===== src/rtl/uart_pkg.sv =====
// uart_pkg: definitions shared by the UART receive and transmit paths.
//   uart_rx_state_t  receiver FSM state encoding
//   UART_IDLE_LEVEL  line level while idle (mark), also the stop bit value
package uart_pkg;

    typedef enum logic [2:0] {
        IDLE,
        START,
        DATA,
        PARITY,
        STOP,
        BREAK
    } uart_rx_state_t;

    localparam logic UART_IDLE_LEVEL = 1'b1;

endpackage


===== src/rtl/bit_synchronizer.sv =====
// bit_synchronizer: two-flop synchronizer for a single asynchronous bit.
// Ports:
//   clk  in   destination clock
//   rst  in   asynchronous, active-high reset; both flops load RESET_VAL
//   d    in   asynchronous input
//   q    out  synchronized output (two clk cycles of latency)
module bit_synchronizer #(
    parameter logic RESET_VAL = 1'b0
) (
    input  logic clk,
    input  logic rst,
    input  logic d,
    output logic q
);

    logic meta;

    always_ff @(posedge clk or posedge rst) begin
        if (rst) begin
            meta <= RESET_VAL;
            q    <= RESET_VAL;
        end else begin
            meta <= d;
            q    <= meta;
        end
    end

endmodule


===== src/rtl/uart_rx.sv =====
// uart_rx: UART receiver. Frame = start (0), DATA_BITS data bits LSB first,
// optional even parity bit, one stop bit (1). The line is sampled only on
// cycles where sample_pulse is high; sample_pulse runs at OVERSAMPLE x baud.
//
// Build option: define UART_RX_PARITY_EN to expect and check an even parity
// bit after the data bits. Without it, frames carry no parity bit and
// parity_error is tied to 0.
//
// Ports:
//   clk            in   system clock
//   rst            in   asynchronous, active-high reset
//   rx_in          in   serial line, asynchronous, idle high
//   sample_pulse   in   1-cycle strobe at OVERSAMPLE x baud
//   data_out       out  last good received word
//   data_valid     out  1-cycle pulse when data_out holds a new word
//   framing_error  out  1-cycle pulse when the stop bit sampled as 0
//   parity_error   out  1-cycle pulse on parity mismatch (parity build only)
//
// state  | meaning
// IDLE   | waiting for a start edge
// START  | counting to the middle of the start bit, rejecting glitches
// DATA   | sampling data bits at mid-bit
// PARITY | sampling the parity bit at mid-bit
// STOP   | sampling the stop bit at mid-bit
// BREAK  | line held low after a framing error; wait for it to go high
module uart_rx
    import uart_pkg::*;
#(
    parameter int DATA_BITS  = 8,
    parameter int OVERSAMPLE = 16
) (
    input  logic                 clk,
    input  logic                 rst,
    input  logic                 rx_in,
    input  logic                 sample_pulse,
    output logic [DATA_BITS-1:0] data_out,
    output logic                 data_valid,
    output logic                 framing_error,
    output logic                 parity_error
);

    localparam int SCW = $clog2(OVERSAMPLE);
    localparam int BCW = $clog2(DATA_BITS + 1);

    localparam logic [SCW-1:0] MID_START   = SCW'(OVERSAMPLE / 2 - 1);
    localparam logic [SCW-1:0] LAST_SAMPLE = SCW'(OVERSAMPLE - 1);
    localparam logic [BCW-1:0] LAST_BIT    = BCW'(DATA_BITS - 1);

    logic                 rx_s;
    uart_rx_state_t       state, state_nxt;
    logic [SCW-1:0]       scnt, scnt_nxt;
    logic [BCW-1:0]       bcnt, bcnt_nxt;
    logic [DATA_BITS-1:0] shreg, shreg_nxt;
    logic                 load_word;
    logic                 ferr_set;
`ifdef UART_RX_PARITY_EN
    logic                 perr_flag, perr_nxt;
    logic                 perr_set;
`endif

    bit_synchronizer #(
        .RESET_VAL (UART_IDLE_LEVEL)
    ) u_sync (
        .clk (clk),
        .rst (rst),
        .d   (rx_in),
        .q   (rx_s)
    );

    always_ff @(posedge clk or posedge rst) begin
        if (rst) begin
            state <= IDLE;
            scnt  <= '0;
            bcnt  <= '0;
            shreg <= '0;
`ifdef UART_RX_PARITY_EN
            perr_flag <= 1'b0;
`endif
        end else begin
            state <= state_nxt;
            scnt  <= scnt_nxt;
            bcnt  <= bcnt_nxt;
            shreg <= shreg_nxt;
`ifdef UART_RX_PARITY_EN
            perr_flag <= perr_nxt;
`endif
        end
    end

    always_comb begin
        state_nxt = state;
        scnt_nxt  = scnt;
        bcnt_nxt  = bcnt;
        shreg_nxt = shreg;
        load_word = 1'b0;
        ferr_set  = 1'b0;
`ifdef UART_RX_PARITY_EN
        perr_nxt  = perr_flag;
        perr_set  = 1'b0;
`endif
        if (sample_pulse) begin
            case (state)
                IDLE: begin
                    if (rx_s != UART_IDLE_LEVEL) begin
                        state_nxt = START;
                        scnt_nxt  = '0;
                    end
                end
                START: begin
                    if (scnt == MID_START) begin
                        scnt_nxt = '0;
                        bcnt_nxt = '0;
                        // a start bit that has gone high again by mid-bit was noise
                        state_nxt = (rx_s == UART_IDLE_LEVEL) ? IDLE : DATA;
                    end else begin
                        scnt_nxt = scnt + 1'b1;
                    end
                end
                DATA: begin
                    if (scnt == LAST_SAMPLE) begin
                        scnt_nxt  = '0;
                        shreg_nxt = {rx_s, shreg[DATA_BITS-1:1]};
                        if (bcnt == LAST_BIT) begin
                            bcnt_nxt = '0;
`ifdef UART_RX_PARITY_EN
                            state_nxt = PARITY;
`else
                            state_nxt = STOP;
`endif
                        end else begin
                            bcnt_nxt = bcnt + 1'b1;
                        end
                    end else begin
                        scnt_nxt = scnt + 1'b1;
                    end
                end
`ifdef UART_RX_PARITY_EN
                PARITY: begin
                    if (scnt == LAST_SAMPLE) begin
                        scnt_nxt  = '0;
                        perr_nxt  = (rx_s != (^shreg));
                        state_nxt = STOP;
                    end else begin
                        scnt_nxt = scnt + 1'b1;
                    end
                end
`endif
                STOP: begin
                    if (scnt == LAST_SAMPLE) begin
                        scnt_nxt = '0;
                        if (rx_s == UART_IDLE_LEVEL) begin
                            state_nxt = IDLE;
`ifdef UART_RX_PARITY_EN
                            if (perr_flag) perr_set  = 1'b1;
                            else           load_word = 1'b1;
`else
                            load_word = 1'b1;
`endif
                        end else begin
                            // framing error wins; parity result is dropped
                            ferr_set  = 1'b1;
                            state_nxt = BREAK;
                        end
                    end else begin
                        scnt_nxt = scnt + 1'b1;
                    end
                end
                BREAK: begin
                    if (rx_s == UART_IDLE_LEVEL) state_nxt = IDLE;
                end
                default: state_nxt = IDLE;
            endcase
        end
    end

    always_ff @(posedge clk or posedge rst) begin
        if (rst) begin
            data_out      <= '0;
            data_valid    <= 1'b0;
            framing_error <= 1'b0;
        end else begin
            data_valid    <= load_word;
            framing_error <= ferr_set;
            if (load_word) data_out <= shreg;
        end
    end

`ifdef UART_RX_PARITY_EN
    always_ff @(posedge clk or posedge rst) begin
        if (rst) parity_error <= 1'b0;
        else     parity_error <= perr_set;
    end
`else
    assign parity_error = 1'b0;
`endif

endmodule

===== config.mk =====
export PLATFORM = sky130hd
export DESIGN_NAME = uart_rx
export DESIGN_NICKNAME = d
export VERILOG_FILES = /design/src/rtl/uart_pkg.sv /design/src/rtl/bit_synchronizer.sv /design/src/rtl/uart_rx.sv
export SDC_FILE = /design/constraint.sdc
export NUM_CORES = 1
export LEC_CHECK = 0
export CAP_MARGIN = 20
export CELL_PAD_IN_SITES_DETAIL_PLACEMENT = 1
export CELL_PAD_IN_SITES_GLOBAL_PLACEMENT = 1
export CORE_UTILIZATION = 44
export DETAILED_ROUTE_END_ITERATION = 6
export PLACE_DENSITY_LB_ADDON = 0.1
export SETUP_SLACK_MARGIN = 0.02
export SYNTH_ARGS = -nofsm -noshare
export SYNTH_HDL_FRONTEND = slang
export SYNTH_HIERARCHICAL = 1
export SYNTH_SLANG_ARGS = --single-unit

===== constraint.sdc =====
create_clock -name clk -period 2.7 [get_ports clk]
set_clock_uncertainty 0.1 [all_clocks]
set_input_delay 0.54 -clock clk [delete_from_list [all_inputs] [get_ports clk]]
set_output_delay 0.54 -clock clk [all_outputs]
set_load 0.02 [all_outputs]

==> Flow_metrics.wiki, run 1 <==
{| class="wikitable"
! Metric !! Value
|-
| Fraction of layout instances using a drive strength above 1 || 22.86%
|-
| Worst slack at placement || 0.2580 ns
|-
| Dpl cells || 176
|-
| Root buffer selected by CTS || clkbuf_4
|-
| Vias post-DR || 1,017
|-
| Detailed-placement wirelength estimate || 2.131 mm
|-
| Count of warnings emitted by yosys || 6
|-
| Num CTS Buffers || 5
|-
| Total of flip-flops plus latches after synthesis || 31
|-
| Max-cap check violation count || 0
|-
| Fraction of registers with async set/reset || 100.0%
|-
| Horizontal die dimension || 60.03 um
|-
| Capturing instance or port of the critical path || bcnt[1]$_DFFE_PP0P_
|-
| Leak pwr || 0.7849 nW
|-
| Critical path fanouts, max || 12
|-
| Syn Std Cell Area || 1481 um^2
|-
| EDFF count, synth || 0
|-
| Global routing usage summed across all routing layers || 19.54%
|-
| Gp weighted congestion || 0.8573
|-
| Number of distinct library cell variants in the gate-level netlist after synthesis || 42
|-
| Post-synth top area cell || dfrtp_1
|-
| Dominant cell by count in the synthesized netlist || dfrtp_1
|-
| Setup repair after global routing missed its margin || false
|-
| Clock tree buffer depth || 2
|-
| Least setup slack across all paths after layout || 0.5335 ns
|-
| Total wire length after detailed routing || 2.979 mm
|-
| Antenna violations before repair || 0
|-
| Data arrival, critical path || 2.31 ns
|-
| Final-report max-slew violation count || 0
|-
| Placeable Area || 3128 um^2
|-
| Number of vias per cell after detailed routing || 5.527
|-
| CP Launch Point || state[0]$_DFFE_PP0P_
|-
| Total congestion overflow || 0
|-
| Post-synthesis sequential area ratio || 52.53%
|-
| PostCTS Resize Cnt || 0
|-
| Sink count of the clock tree || 31
|-
| Depth of the most critical reg-to-reg path || 3
|-
| Post-Route Hold Slack || 0.2627 ns
|-
| Die height || 60.03 um
|-
| Worst skew pair latency || 0.35 ns
|-
| Largest net degree at the start of global routing || 30
|-
| Max Clk Rate || 461.6 MHz
|-
| Filler Cell Count || 340
|-
| Post-layout min period || 2.167 ns
|-
| Worst Hold Depth || 0
|-
| Global-route wire length before repair || 4.940 mm
|-
| Worst setup SP type || register
|-
| Post-CTS Hold Fix Bufs || 0
|-
| H-tree depth reported by CTS || 2
|-
| Crit path capture type || register
|-
| Category of the most critical setup path || register to register
|-
| Total chip power || 1.197 mW
|-
| Post-CTS Setup Inserts || 0
|-
| Peak supply drop || 403.0 uV
|-
| Floorplan die area || 3603 um^2
|-
| Std cell rows || 20
|-
| Number of buffer cells added on primary ports || 13
|-
| Mean post-synth cell area || 11.85 um^2
|-
| Hold WC Path Type || register to register
|-
| Power density over the cells || 698.4 nW/um^2
|-
| Post-Synthesis Cells || 125
|-
| Vias in the first global route || 1,031
|-
| Number of endpoints failing setup at the final stage || 0
|-
| Initial DRC Count || 40
|-
| Area share of the leading cell type in the synthesized netlist || 48.99%
|-
| Top-level port count || 15
|-
| Average wire per cell in the routed design || 16.19 um
|-
| Non-Filler Instances || 184
|-
| Initial standard-cell utilization of the core || 47.36%
|-
| CP Data Required Time || 2.84 ns
|-
| Capture instance of the worst register-to-register path || bcnt[1]$_DFFE_PP0P_
|-
| Remaining number of nets flagged by the antenna check after routing || 0
|-
| Number of endpoints with negative hold slack in the final report || 0
|-
| Most frequently used flop master after synthesis || dfrtp_1
|-
| Total number of nets in the final design || 145
|-
| Beginning of the worst register-to-register path || state[0]$_DFFE_PP0P_
|-
| CTS tree || done
|-
| Final core utilization || 54.80%
|-
| Post-synthesis to final-layout area growth || 15.71%
|-
| Net count after synthesis || 131
|-
| Cell area after placement || 1628 um^2
|-
| Period Utilization, post-route || 80.24%
|-
| Worst-case register-to-register setup slack || 0.53 ns
|-
| Antenna diodes || 0
|-
| Run status || finished clean
|-
| Final non-filler cell area || 1714 um^2
|-
| Clk pin slew, worst setup/hold paths || 0.11 ns
|-
| Setup TNS || 0 ns
|-
| First-pass DRT Iterations || 4
|-
| Post-synth top cells || dfrtp_1 (29), mux2_2 (16), nand2_1 (7)
|-
| Main area contributors after synthesis || dfrtp_1 (49%), mux2_2 (12%), dfstp_2 (3.5%)
|-
| Remaining DRCs || 0
|}
per-layer routing:
layer / vias up / routed length (um) / global-route usage (%) / part of all wire, %
met5: - / 0 / 0 / 0
li1: 475 / - / - / -
met1: 510 / 1274 / 23.50 / 43
met3: 4 / 158 / 6.061 / 5.3
met4: 0 / 38 / 7.973 / 1.3
met2: 28 / 1508 / 32.38 / 51
cell type report:
| class | instances | area [um^2] | share of cell area, % |
|---|---|---|---|
| repair buffers | 14 | 137.6 | 8.029 |
| multi-input cells | 81 | 634.4 | 37.01 |
| inverters | 6 | 22.52 | 1.314 |
| well taps | 44 | 55.05 | 3.212 |
| flip-flops and latches | 31 | 778.2 | 45.40 |
| clock inverters | 2 | 35.03 | 2.044 |
| clock buffers | 6 | 51.30 | 2.993 |
worst min-delay path by stage:
| stage | from | endpoint | slack (ns) |
|---|---|---|---|
| after global routing | u_sync/meta$_DFF_PP1_ | u_sync/q$_DFF_PP1_ | 0.27 |
| after global placement | u_sync/meta$_DFF_PP1_ | u_sync/q$_DFF_PP1_ | 0.25 |
| after detailed placement | u_sync/meta$_DFF_PP1_ | u_sync/q$_DFF_PP1_ | 0.25 |
| after CTS | u_sync/meta$_DFF_PP1_ | u_sync/q$_DFF_PP1_ | 0.27 |
| final | u_sync/meta$_DFF_PP1_ | u_sync/q$_DFF_PP1_ | 0.26 |
| after floorplan | u_sync/meta$_DFF_PP1_ | u_sync/q$_DFF_PP1_ | 0.25 |
critical path, cell delays in order, from the launching register on:
cell and delay (ns):
dfrtp_1 0.60, or3b_4 0.44, a2111oi_4 0.52, mux2_2 0.39
kinds of logic after synthesis:
logic type | after synthesis | share of synthesized area, %
and+or+nand+nor | 32 | 12.33
DFF | 31 | 52.53
AOI/OAI and AO/OA | 24 | 12.42
muxes | 19 | 14.27
buffers and inverters | 13 | 4.645
adders and majority gates | 3 | 2.365
xor gates and xnor gates | 2 | 1.183
other | 1 | 0.2531
where the power goes:
| part | internal (mW) | switching [mW] |
|---|---|---|
| Sequential | 0.499 | 0.0672 |
| Combinational | 0.103 | 0.143 |
| Clock | 0.219 | 0.167 |
flip-flops by register name, summed over array words and instances (netlist names):
signal,flops
bcnt,4
data_out,8
data_valid,1
framing_error,1
scnt,4
shreg,8
state,3
u_sync/meta,1
u_sync/q,1
cell usage in the layout, fill, tap and decap left out, types with 4 or more instances in the layout:
cell type         n
dfrtp_1          29
mux2_2           16
clkdlybuf4s50_1  13
nand2_1           7
inv_1             6
o21ai_0           5
clkbuf_4          5
nor3_1            4
nor2_1            4
Power figures use the tool's default switching activity.
==> run 2: changes to the inputs <==
--- a/config.mk
+++ b/config.mk
@@ -8,7 +8,7 @@
 export CAP_MARGIN = 20
 export CELL_PAD_IN_SITES_DETAIL_PLACEMENT = 1
 export CELL_PAD_IN_SITES_GLOBAL_PLACEMENT = 1
-export CORE_UTILIZATION = 44
+export CORE_UTILIZATION = 40
 export DETAILED_ROUTE_END_ITERATION = 6
 export PLACE_DENSITY_LB_ADDON = 0.1
 export SETUP_SLACK_MARGIN = 0.02
==> constraint.sdc (replaced) <==
create_clock -name clk -period 1.9 [get_ports clk]
set_clock_uncertainty 0.1 [all_clocks]
set_input_delay 0.38 -clock clk [delete_from_list [all_inputs] [get_ports clk]]
set_output_delay 0.38 -clock clk [all_outputs]
set_load 0.02 [all_outputs]
==> Flow_metrics.wiki, run 2 (synthesis results as in run 1) <==
{| class="wikitable"
! Metric !! Value
|-
| Filler Cell Count || 362
|-
| Leak pwr || 0.9073 nW
|-
| Clock tree buffer depth || 2
|-
| Post-layout min period || 1.885 ns
|-
| Initial standard-cell utilization of the core || 43.04%
|-
| Total wire length after detailed routing || 3.234 mm
|-
| Net switching power of the design || 599.0 uW
|-
| Top-level port count || 15
|-
| Total number of nets in the final design || 165
|-
| Clk pin slew, worst setup/hold paths || 0.06 ns
|-
| Root buffer selected by CTS || clkbuf_8
|-
| Critical path fanouts, max || 6
|-
| Setup repair after global routing missed its margin || true
|-
| Final non-filler cell area || 1941 um^2
|-
| Top Registers || data_out: 8 flops, shreg: 8 flops
|-
| Number of endpoints failing setup at the final stage || 0
|-
| Worst Hold Depth || 0
|-
| Horizontal die dimension || 62.86 um
|-
| Average wire per cell in the routed design || 15.70 um
|-
| Total chip power || 1.886 mW
|-
| Hold WC Path Type || register to register
|-
| Share of total power in sequential cells || 40.8%
|-
| Cell area after placement || 1740 um^2
|-
| Run status || finished clean
|-
| Die height || 62.86 um
|-
| Total congestion overflow || 0
|-
| Remaining DRCs || 0
|-
| Worst setup SP type || register
|-
| Final-report max-slew violation count || 0
|-
| CTS tree || done
|-
| Power density over the cells || 972.1 nW/um^2
|-
| Placeable Area || 3442 um^2
|-
| Post-Route Hold Slack || 0.2592 ns
|-
| Fraction of layout instances using a drive strength above 1 || 40.00%
|-
| Num CTS Buffers || 5
|-
| Number of vias per cell after detailed routing || 5.233
|-
| Antenna violations before repair || 0
|-
| Most used cells in the layout excluding fill and tap cells || dfrtp_1 (28), buf_4 (20), mux2_2 (16)
|-
| Most common cell after layout, fill and taps aside || dfrtp_1
|-
| Non-Filler Instances || 206
|-
| Design internal power || 1.287 mW
|-
| Gp weighted congestion || 0.8246
|-
| Global routing usage summed across all routing layers || 18.26%
|-
| CP Data Required Time || 1.96 ns
|-
| Vias in the first global route || 1,152
|-
| Max-cap check violation count || 0
|-
| Sink count of the clock tree || 31
|-
| Dpl cells || 192
|-
| Std cell rows || 21
|-
| First-pass DRT Iterations || 3
|-
| Setup TNS || 0 ns
|-
| Peak supply drop || 431.6 uV
|-
| Period Utilization, post-route || 99.19%
|-
| Power share of the clock group || 25.8%
|-
| Combinational Power Share || 33.4%
|-
| Antenna diodes || 0
|-
| Largest net degree at the start of global routing || 30
|-
| Data arrival, critical path || 1.95 ns
|-
| Post-synthesis to final-layout area growth || 31.00%
|-
| Initial DRC Count || 55
|-
| Depth of the most critical reg-to-reg path || 3
|-
| Crit path capture type || register
|-
| Category of the most critical setup path || register to register
|-
| Global-route wire length before repair || 5.457 mm
|-
| Vias post-DR || 1,078
|-
| Floorplan die area || 3951 um^2
|-
| Number of endpoints with negative hold slack in the final report || 0
|-
| Switching fraction of total power || 31.75%
|-
| H-tree depth reported by CTS || 2
|-
| Max Clk Rate || 530.6 MHz
|-
| Remaining number of nets flagged by the antenna check after routing || 0
|-
| Number of buffer cells added on primary ports || 13
|-
| Detailed-placement wirelength estimate || 2.363 mm
|-
| Worst skew pair latency || 0.28 ns
|}
==> run 2: changes by cell type in the layout (fill, tap and decap cells not counted), moves of 2 or more <==
| cell | before | now |
|---|---|---|
| buf_4 | 1 | 20 |
| o21ai_1 | 0 | 2 |
| clkbuf_4 | 5 | 0 |
| o21ai_0 | 5 | 2 |
| nand3_1 | 3 | 1 |
| clkbuf_8 | 1 | 5 |
| clkbuf_1 | 0 | 2 |
==> run 2: layout make-up <==
| class | count | area (um^2) | area share [%] |
|---|---|---|---|
| well taps | 46 | 57.56 | 2.966 |
| inverters | 6 | 22.52 | 1.161 |
| multi-input cells | 81 | 708.2 | 36.49 |
| flip-flops and latches | 31 | 779.5 | 40.17 |
| clock buffers | 7 | 76.32 | 3.933 |
| repair buffers | 34 | 291.5 | 15.02 |
| clock inverters | 1 | 5.005 | 0.2579 |
==> run 2: critical path, cell delays in order (launching register included) <==
cell and delay (ns):
dfrtp_2 0.42, or3b_4 0.41, a2111oi_4 0.47, mux2_2 0.38
==> run 2: power by group through the flow <==
stage,clock (mW),sequential [mW],combinational (mW)
final,0.486,0.770,0.631
after global routing,0.535,0.778,0.684
after detailed placement,0,0.781,0.489
after CTS,0.509,0.772,0.533
after floorplan,0,0.750,0.343
after global placement,0,0.776,0.471
==> run 2: what timing repair did <==
action                                 in CTS  in global routing
resized for setup                           4                 15
setup endpoints to repair                   5                 24
endpoints found under the hold margin       0                  0
buffers inserted                            2                  4
pin swaps                                   1                  4
hold buffers                                0                  0
==> run 2: per-layer routing <==
layer  global-route usage [%]  up-vias  wire [um]
met5                        0        -          0
met4                    5.233        0         36
met3                    5.474        5         80
met2                    34.65       12       1808
met1                    19.11      545       1309
li1                         -      516          -
==> run 2: path summary, 6_finish.rpt <==
| path | start | to | slack (ns) |
|---|---|---|---|
| max | state[0]$_DFFE_PP0P_ | bcnt[1]$_DFFE_PP0P_ | 0.02 |
| min | u_sync/meta$_DFF_PP1_ | u_sync/q$_DFF_PP1_ | 0.26 |
| max reg2reg | state[0]$_DFFE_PP0P_ | bcnt[1]$_DFFE_PP0P_ | 0.02 |
| min reg2reg | u_sync/meta$_DFF_PP1_ | u_sync/q$_DFF_PP1_ | 0.26 |
| max in group asynchronous | rst | state[0]$_DFFE_PP0P_ | 1.01 |
| min in group asynchronous | rst | u_sync/meta$_DFF_PP1_ | 0.35 |
==> run 2: through the flow <==
step	setup WS [ns]	util (%)
after floorplan	0.04230	-
after global placement	-0.1190	50.56
after detailed placement	-0.1548	50.56
after CTS	0.02023	53.69
after global routing	-0.05822	56.38
final	0.01540	56.38
